==> src/rtl/fetch_stage.sv <==
// fetch_stage: instruction fetch stage of the single-issue core.
// Owns the PC and presents it to instruction memory. Captures the returned
// word into the IF/ID register. Handles hazard stalls, branch/jump redirects,
// halting on an all-zero word, and illegal-address faults.
//
// Ports:
//   clk, rst_n        clock, asynchronous active-low reset
//   imem_addr         byte address to instruction memory (the PC register)
//   imem_instr        instruction word for imem_addr (combinational return)
//   stall             hazard unit hold request
//   redirect_valid    taken branch/jump from EX
//   redirect_target   byte address of the redirect target
//   if_id_valid       IF/ID holds a real instruction
//   if_id_pc          PC of the instruction in IF/ID
//   if_id_instr       instruction in IF/ID
//   halted            high while halted on a zero word
//   fault             high after an illegal address; sticky until reset
//   fetch_count       instructions loaded into IF/ID (wraps)
module fetch_stage #(
  parameter logic [31:0] RESET_PC     = 32'h0000_0000,
  parameter int unsigned IMEM_WORDS   = 1280,
  parameter bit          HALT_ON_ZERO = 1'b1
) (
  input  logic        clk,
  input  logic        rst_n,
  output logic [31:0] imem_addr,
  input  logic [31:0] imem_instr,
  input  logic        stall,
  input  logic        redirect_valid,
  input  logic [31:0] redirect_target,
  output logic        if_id_valid,
  output logic [31:0] if_id_pc,
  output logic [31:0] if_id_instr,
  output logic        halted,
  output logic        fault,
  output logic [31:0] fetch_count
);

  // 33 bits so the limit itself and the comparison cannot overflow
  localparam logic [32:0] PC_LIMIT = 33'(IMEM_WORDS) * 33'd4;

  typedef enum logic [1:0] {BOOT, RUN, HALT, FAULT} state_t;

  state_t      state;
  logic [31:0] pc;
  logic        target_legal;
  logic        pc_in_range;

  assign target_legal = (redirect_target[1:0] == 2'b00) &&
                        ({1'b0, redirect_target} < PC_LIMIT);
  assign pc_in_range  = ({1'b0, pc} < PC_LIMIT);
  assign imem_addr    = pc;

  always_ff @(posedge clk or negedge rst_n) begin
    if (!rst_n) begin
      state       <= BOOT;
      pc          <= RESET_PC;
      if_id_valid <= 1'b0;
      if_id_pc    <= '0;
      if_id_instr <= '0;
      halted      <= 1'b0;
      fault       <= 1'b0;
      fetch_count <= '0;
    end else begin
      unique case (state)
        BOOT: state <= RUN;

        RUN: begin
          if (redirect_valid) begin
            // redirect wins over stall; the word in IF/ID is on the wrong path
            if_id_valid <= 1'b0;
            if (target_legal) begin
              pc <= redirect_target;
            end else begin
              state <= FAULT;
              fault <= 1'b1;
            end
          end else if (stall) begin
            // hold everything
          end else if (!pc_in_range) begin
            // checked before the increment can wrap past the top of memory
            state       <= FAULT;
            fault       <= 1'b1;
            if_id_valid <= 1'b0;
          end else if (HALT_ON_ZERO && (imem_instr == '0)) begin
            state       <= HALT;
            halted      <= 1'b1;
            if_id_valid <= 1'b0;
          end else begin
            if_id_pc    <= pc;
            if_id_instr <= imem_instr;
            if_id_valid <= 1'b1;
            pc          <= pc + 32'd4;
            fetch_count <= fetch_count + 32'd1;
          end
        end

        HALT: begin
          if (redirect_valid) begin
            halted <= 1'b0;
            if (target_legal) begin
              pc    <= redirect_target;
              state <= RUN;
            end else begin
              state <= FAULT;
              fault <= 1'b1;
            end
          end
        end

        FAULT: begin
          if_id_valid <= 1'b0;
        end

        default: state <= FAULT;
      endcase
    end
  end

endmodule

==> config.mk <==
export PLATFORM = sky130hd
export DESIGN_NAME = fetch_stage
export DESIGN_NICKNAME = d
export VERILOG_FILES = /design/src/rtl/fetch_stage.sv
export SDC_FILE = /design/constraint.sdc
export NUM_CORES = 1
export LEC_CHECK = 0
export BUFFER_PORTS_ARGS = -buffer_cell sky130_fd_sc_hd__buf_2
export CAP_MARGIN = 0
export CORE_ASPECT_RATIO = 1.75
export CORE_MARGIN = 2
export CORE_UTILIZATION = 45
export CTS_BUF_LIST = sky130_fd_sc_hd__clkbuf_8
export CTS_CLUSTER_SIZE = 28
export DETAILED_ROUTE_END_ITERATION = 8
export PLACE_DENSITY = 0.69
export REMOVE_ABC_BUFFERS = 1
export SYNTH_ARGS = -nofsm -noshare
export SYNTH_HDL_FRONTEND = slang
export SYNTH_SLANG_ARGS = --single-unit
export TNS_END_PERCENT = 10
==> constraint.sdc <==
create_clock -name clk -period 2.5 [get_ports clk]
set_input_delay 0.125 -clock clk [delete_from_list [all_inputs] [get_ports clk]]
set_output_delay 0.125 -clock clk [all_outputs]
set_load 0.005 [all_outputs]
==> impl_summary.md <==
Clock network
The clock slew at the register clock pins of the worst setup and hold paths is approximately 0.09 ns. The clock root buffer master is clkbuf_8. The TritonCTS clock tree is done. The maximum buffer depth of the clock tree is 2. The H-tree depth reported by CTS is 4.

The clock insertion delay at the later pin of the skew report is about 0.43 ns. The total number of clock tree sinks is 133. The CTS buffer count is 17.

Place
The HPWL after detailed placement is 10800 um. The count of port buffers added during placement is 198. At the end of routability-driven placement, the weighted congestion stood at ~0.9. The number of placed instances, taps included is 918.

At the placement stage, the worst setup path has a slack of 0.110 ns.

Synth
The count of warnings emitted by yosys is 0. The cell area that synthesis handed to floorplanning was 5680 sq um. The number of flops mapped to enable cells by yosys is 0. After synthesis, the share of flip-flops with an asynchronous set or reset is 1.00. The commonest register cell after synthesis is dfrtp_1. The post-synthesis average cell area is approximately 10 sq um. Synthesis instantiated 45 different standard cells from the library. Synthesis inferred 133 register bits.

In the synthesized netlist, the number of instances is between 500 and 600. Of the synthesized area, sequential elements account for 0.586.

Run
The tool flagged a number of max-cap violations equal to 0.

Routing
After detailed routing, the average wire length per cell comes to approximately 15 um. The via density per instance is 5.11. The aggregate routed wire length is 15000 um.

The post-detailed-route count of antenna-violating nets is 0. The number of iterations in the first detailed-routing pass is 6. For this run, design rule violations remaining after detail routing come to 0.

After the first detailed-routing iteration, the DRC count stood at about 210. The routed layout has 5040 vias.

Worst setup path
Counting both buffers and inverters, the worst setup path holds a total of 0. The setup check on the worst reg-to-reg path leaves a slack of roughly 0.22 ns. The kind of cell with the highest combined delay along the critical path is simple AND/OR/NAND/NOR gates. The critical path required time is 2.86 ns. The kind of critical path is register to register. The type of element capturing the critical path is a register. The critical path's largest stage delay is 0.44 ns. The maximum fanout along the worst path is 9. The data arrival time of the critical path is 2.64 ns. The worst register-to-register path ends at fetch_count[22]. The worst setup path is launched from a register. The worst register-to-register path has a depth of 6. The slowest stage of the critical path belongs to the cell nor4_1. In this run the critical register-to-register path is launched from imem_addr[27]. The critical path goes through nor4_1 > and2_1 > o2111ai_4 > nor3_4 > and4_1 > xor2_1.

Min path
The number of cells traversed by the worst hold path is 3. The launch point of the worst hold path is redirect_target[3]. The path class of the tightest hold or removal check is input pin to register.

The destination of the worst hold path is imem_addr[3].

GRT
The maximum number of pins on one net before global-route repair is 66. The number of global-route vias before repair came to ~5.0k. The number of antenna violations at the first check in global routing is 0. The wire length of the first global-routing pass is 24200 um. The total overflow left after global routing is 0. The overall global routing resource usage is 0.228.

Run status
The flow ran to the end, and the final reports show no timing, DRC or antenna violations.

Timing
The achievable frequency is 438 MHz. The final worst-path cycle share is 0.913. The final critical path time including I/O delays and setup is 2.28 ns. The final number of max-transition violations is 0.

The transition time at the pin with the least slew margin is 0.432 ns. In the post-route analysis, the smallest setup slack over all paths is 0.217 ns. The number of endpoints with negative hold slack in the final report is 0. The count of endpoints failing setup in the final report is 0. Setup repair after global routing left no endpoint under its margin. The total negative slack is 0 ns.

The clock skew after layout is 0.0139 ns. The relative slew slack is 0.710.

Pwr
The worst ir drop on vdd is 0.376 mV. The power per standard cell area is about 810 nW/um^2. The leakage power figure is 4.26 nW.

Final layout
For this run, the share of the core covered by cells in the final layout is 0.632. The count of inserted antenna diode cells is 0. In the final layout, the share of cells above drive strength 1 is 0.319. The final layout contains 880 nets. Once layout is complete, the cells apart from fillers number between 900 and 1k.

The area growth from synthesis to layout is 37.6%.

Floorplan
The floorplan die height is 153 um. In this run the horizontal extent of the chip is 88.9 um. The die outline area is 13600 sq um. The core box area is 12400 sq um.

For this configuration, the core starts out at a cell density of 0.459. Pin placement for this block handled between 150 and 200 I/O pins. The number of rows in the core area is 54.
[stage by stage]
| stage | cell area (sq um) | power (mW) | hold WS (ns) |
|---|---|---|---|
| 2_1_floorplan | 5580 | 3.46 | -0.171 |
| 3_3_place_gp | 6960 | 4.17 | 0.0349 |
| 3_5_place_dp | 6960 | 4.22 | 0.0437 |
| 4_1_cts | 7800 | 6.39 | 0.0178 |
| 5_1_grt | 7810 | 6.72 | 0.0290 |
| 6_report | 7810 | 6.33 | 0.0469 |
[layout by cell type, fill, tap and decap left out, types with 4 or more instances in the layout]
| master | netlist | final |
|---|---|---|
| xor2_1 | 7 | 7 |
| dfrtp_1 | 133 | 133 |
| inv_6 | 0 | 5 |
| bufinv_16 | 0 | 5 |
| nor4_2 | 2 | 4 |
| nand3_1 | 20 | 20 |
| a21oi_1 | 12 | 12 |
| inv_1 | 10 | 11 |
| buf_12 | 0 | 4 |
| buf_2 | 3 | 197 |
| xnor2_1 | 24 | 24 |
| nor4_1 | 14 | 12 |
| and2_1 | 41 | 41 |
| and3_1 | 8 | 8 |
| nand4_1 | 18 | 18 |
| buf_4 | 0 | 13 |
| nand2_1 | 156 | 156 |
| nor2_1 | 16 | 16 |
| clkbuf_8 | 0 | 18 |
| o22ai_1 | 4 | 4 |
| dlygate4sd3_1 | 0 | 37 |
| ha_1 | 6 | 6 |
| nor2b_1 | 4 | 4 |
| o21ai_0 | 15 | 15 |
| nor3_1 | 6 | 5 |
[tightest hold or removal path: stages]
cell	delay, ns
buf_2	0.09
o22ai_1	0.06
a22oi_1	0.15
[cells in the mapped netlist (2+ instances only)]
cell type    n  area, sq um
or2_2        3         18.8
nor3_4       2         32.5
or3_1        2         12.5
a21oi_1     12         60.1
a22oi_1      3         22.5
nand2b_1     3         18.8
and2_1      41          257
nor3b_4      2         37.5
nor3_1       6         30.0
nor2_1      16         60.1
nand2_1    156          586
clkbuf_1    19         71.3
xor2_1       7         61.3
ha_1         6         75.1
and3_1       8         50.1
o21ai_0     15         75.1
o31ai_1      2         15.0
o211ai_1     3         22.5
nor2b_1      4         25.0
xnor2_1     24          210
a21o_1       2         15.0
nand4_1     18          113
nor4_2       2         25.0
inv_1       10         37.5
nor4_1      14         87.6
a22o_1       2         17.5
buf_2        3         15.0
dfrtp_1    133         3330
nand3_1     20          100
o22ai_1      4         25.0
and4_1       2         17.5
nor3b_1      2         15.0
[sequential cells by signal, indices dropped and copies added, names as in the netlist]
register and flops:
state 2, imem_addr 32, fetch_count 32, if_id_instr 32
halted 1, if_id_pc 32, if_id_valid 1, fault 1
[kinds of logic after synthesis]
family,synth area share
adders and majority gates,0.0132
AOI/OAI and AO/OA,0.0597
xor gates and xnor gates,0.0478
and+or+nand+nor,0.265
muxes,0.00375
buffers and inverters,0.0238
DFF,0.586
[worst max path at each step]
stage	to	slack (ns)	cells after the start	from
final	fetch_count[22]	0.22	6	imem_addr[27]
after global placement	state[0]	0.08	8	imem_instr[18]
after global routing	fetch_count[7]	0.01	6	imem_addr[27]
after CTS	state[0]	0.02	9	imem_instr[21]
after detailed placement	state[0]	0.11	8	imem_instr[18]
after floorplan	fetch_count[11]	-1.67	6	imem_addr[31]
[report_power, final]
| part | switching, mW | total, mW | internal [mW] |
|---|---|---|---|
| registers | 0.276 | 2.79 | 2.52 |
| logic | 0.756 | 1.43 | 0.675 |
| clock network | 0.879 | 2.11 | 1.23 |
| total | 1.91 | 6.33 | 4.42 |
[cell type report]
type	instances	area [sq um]
clock buffer	18	248
clock inverter	14	221
fill	1029	4560
inverter	10	37.5
multi-input combinational	393	2230
sequential	133	3330
tap	168	210
timing repair buffer	251	1530
[what timing repair did]
action	in CTS	in global routing
resized for setup	0	2
endpoints found under the setup margin	0	12
setup buffers	0	0
endpoints found under the hold margin	169	0
hold buffers	37	0
[routing by layer]
metal,wire length (um),part of all wire,global-route usage,vias up
met3,876,0.058,0.0509,36
met5,0,0,0,-
met1,5680,0.38,0.267,2433
met4,525,0.035,0.102,0
li1,-,-,-,2371
met2,7960,0.53,0.389,200
Power figures use the tool's default switching activity.
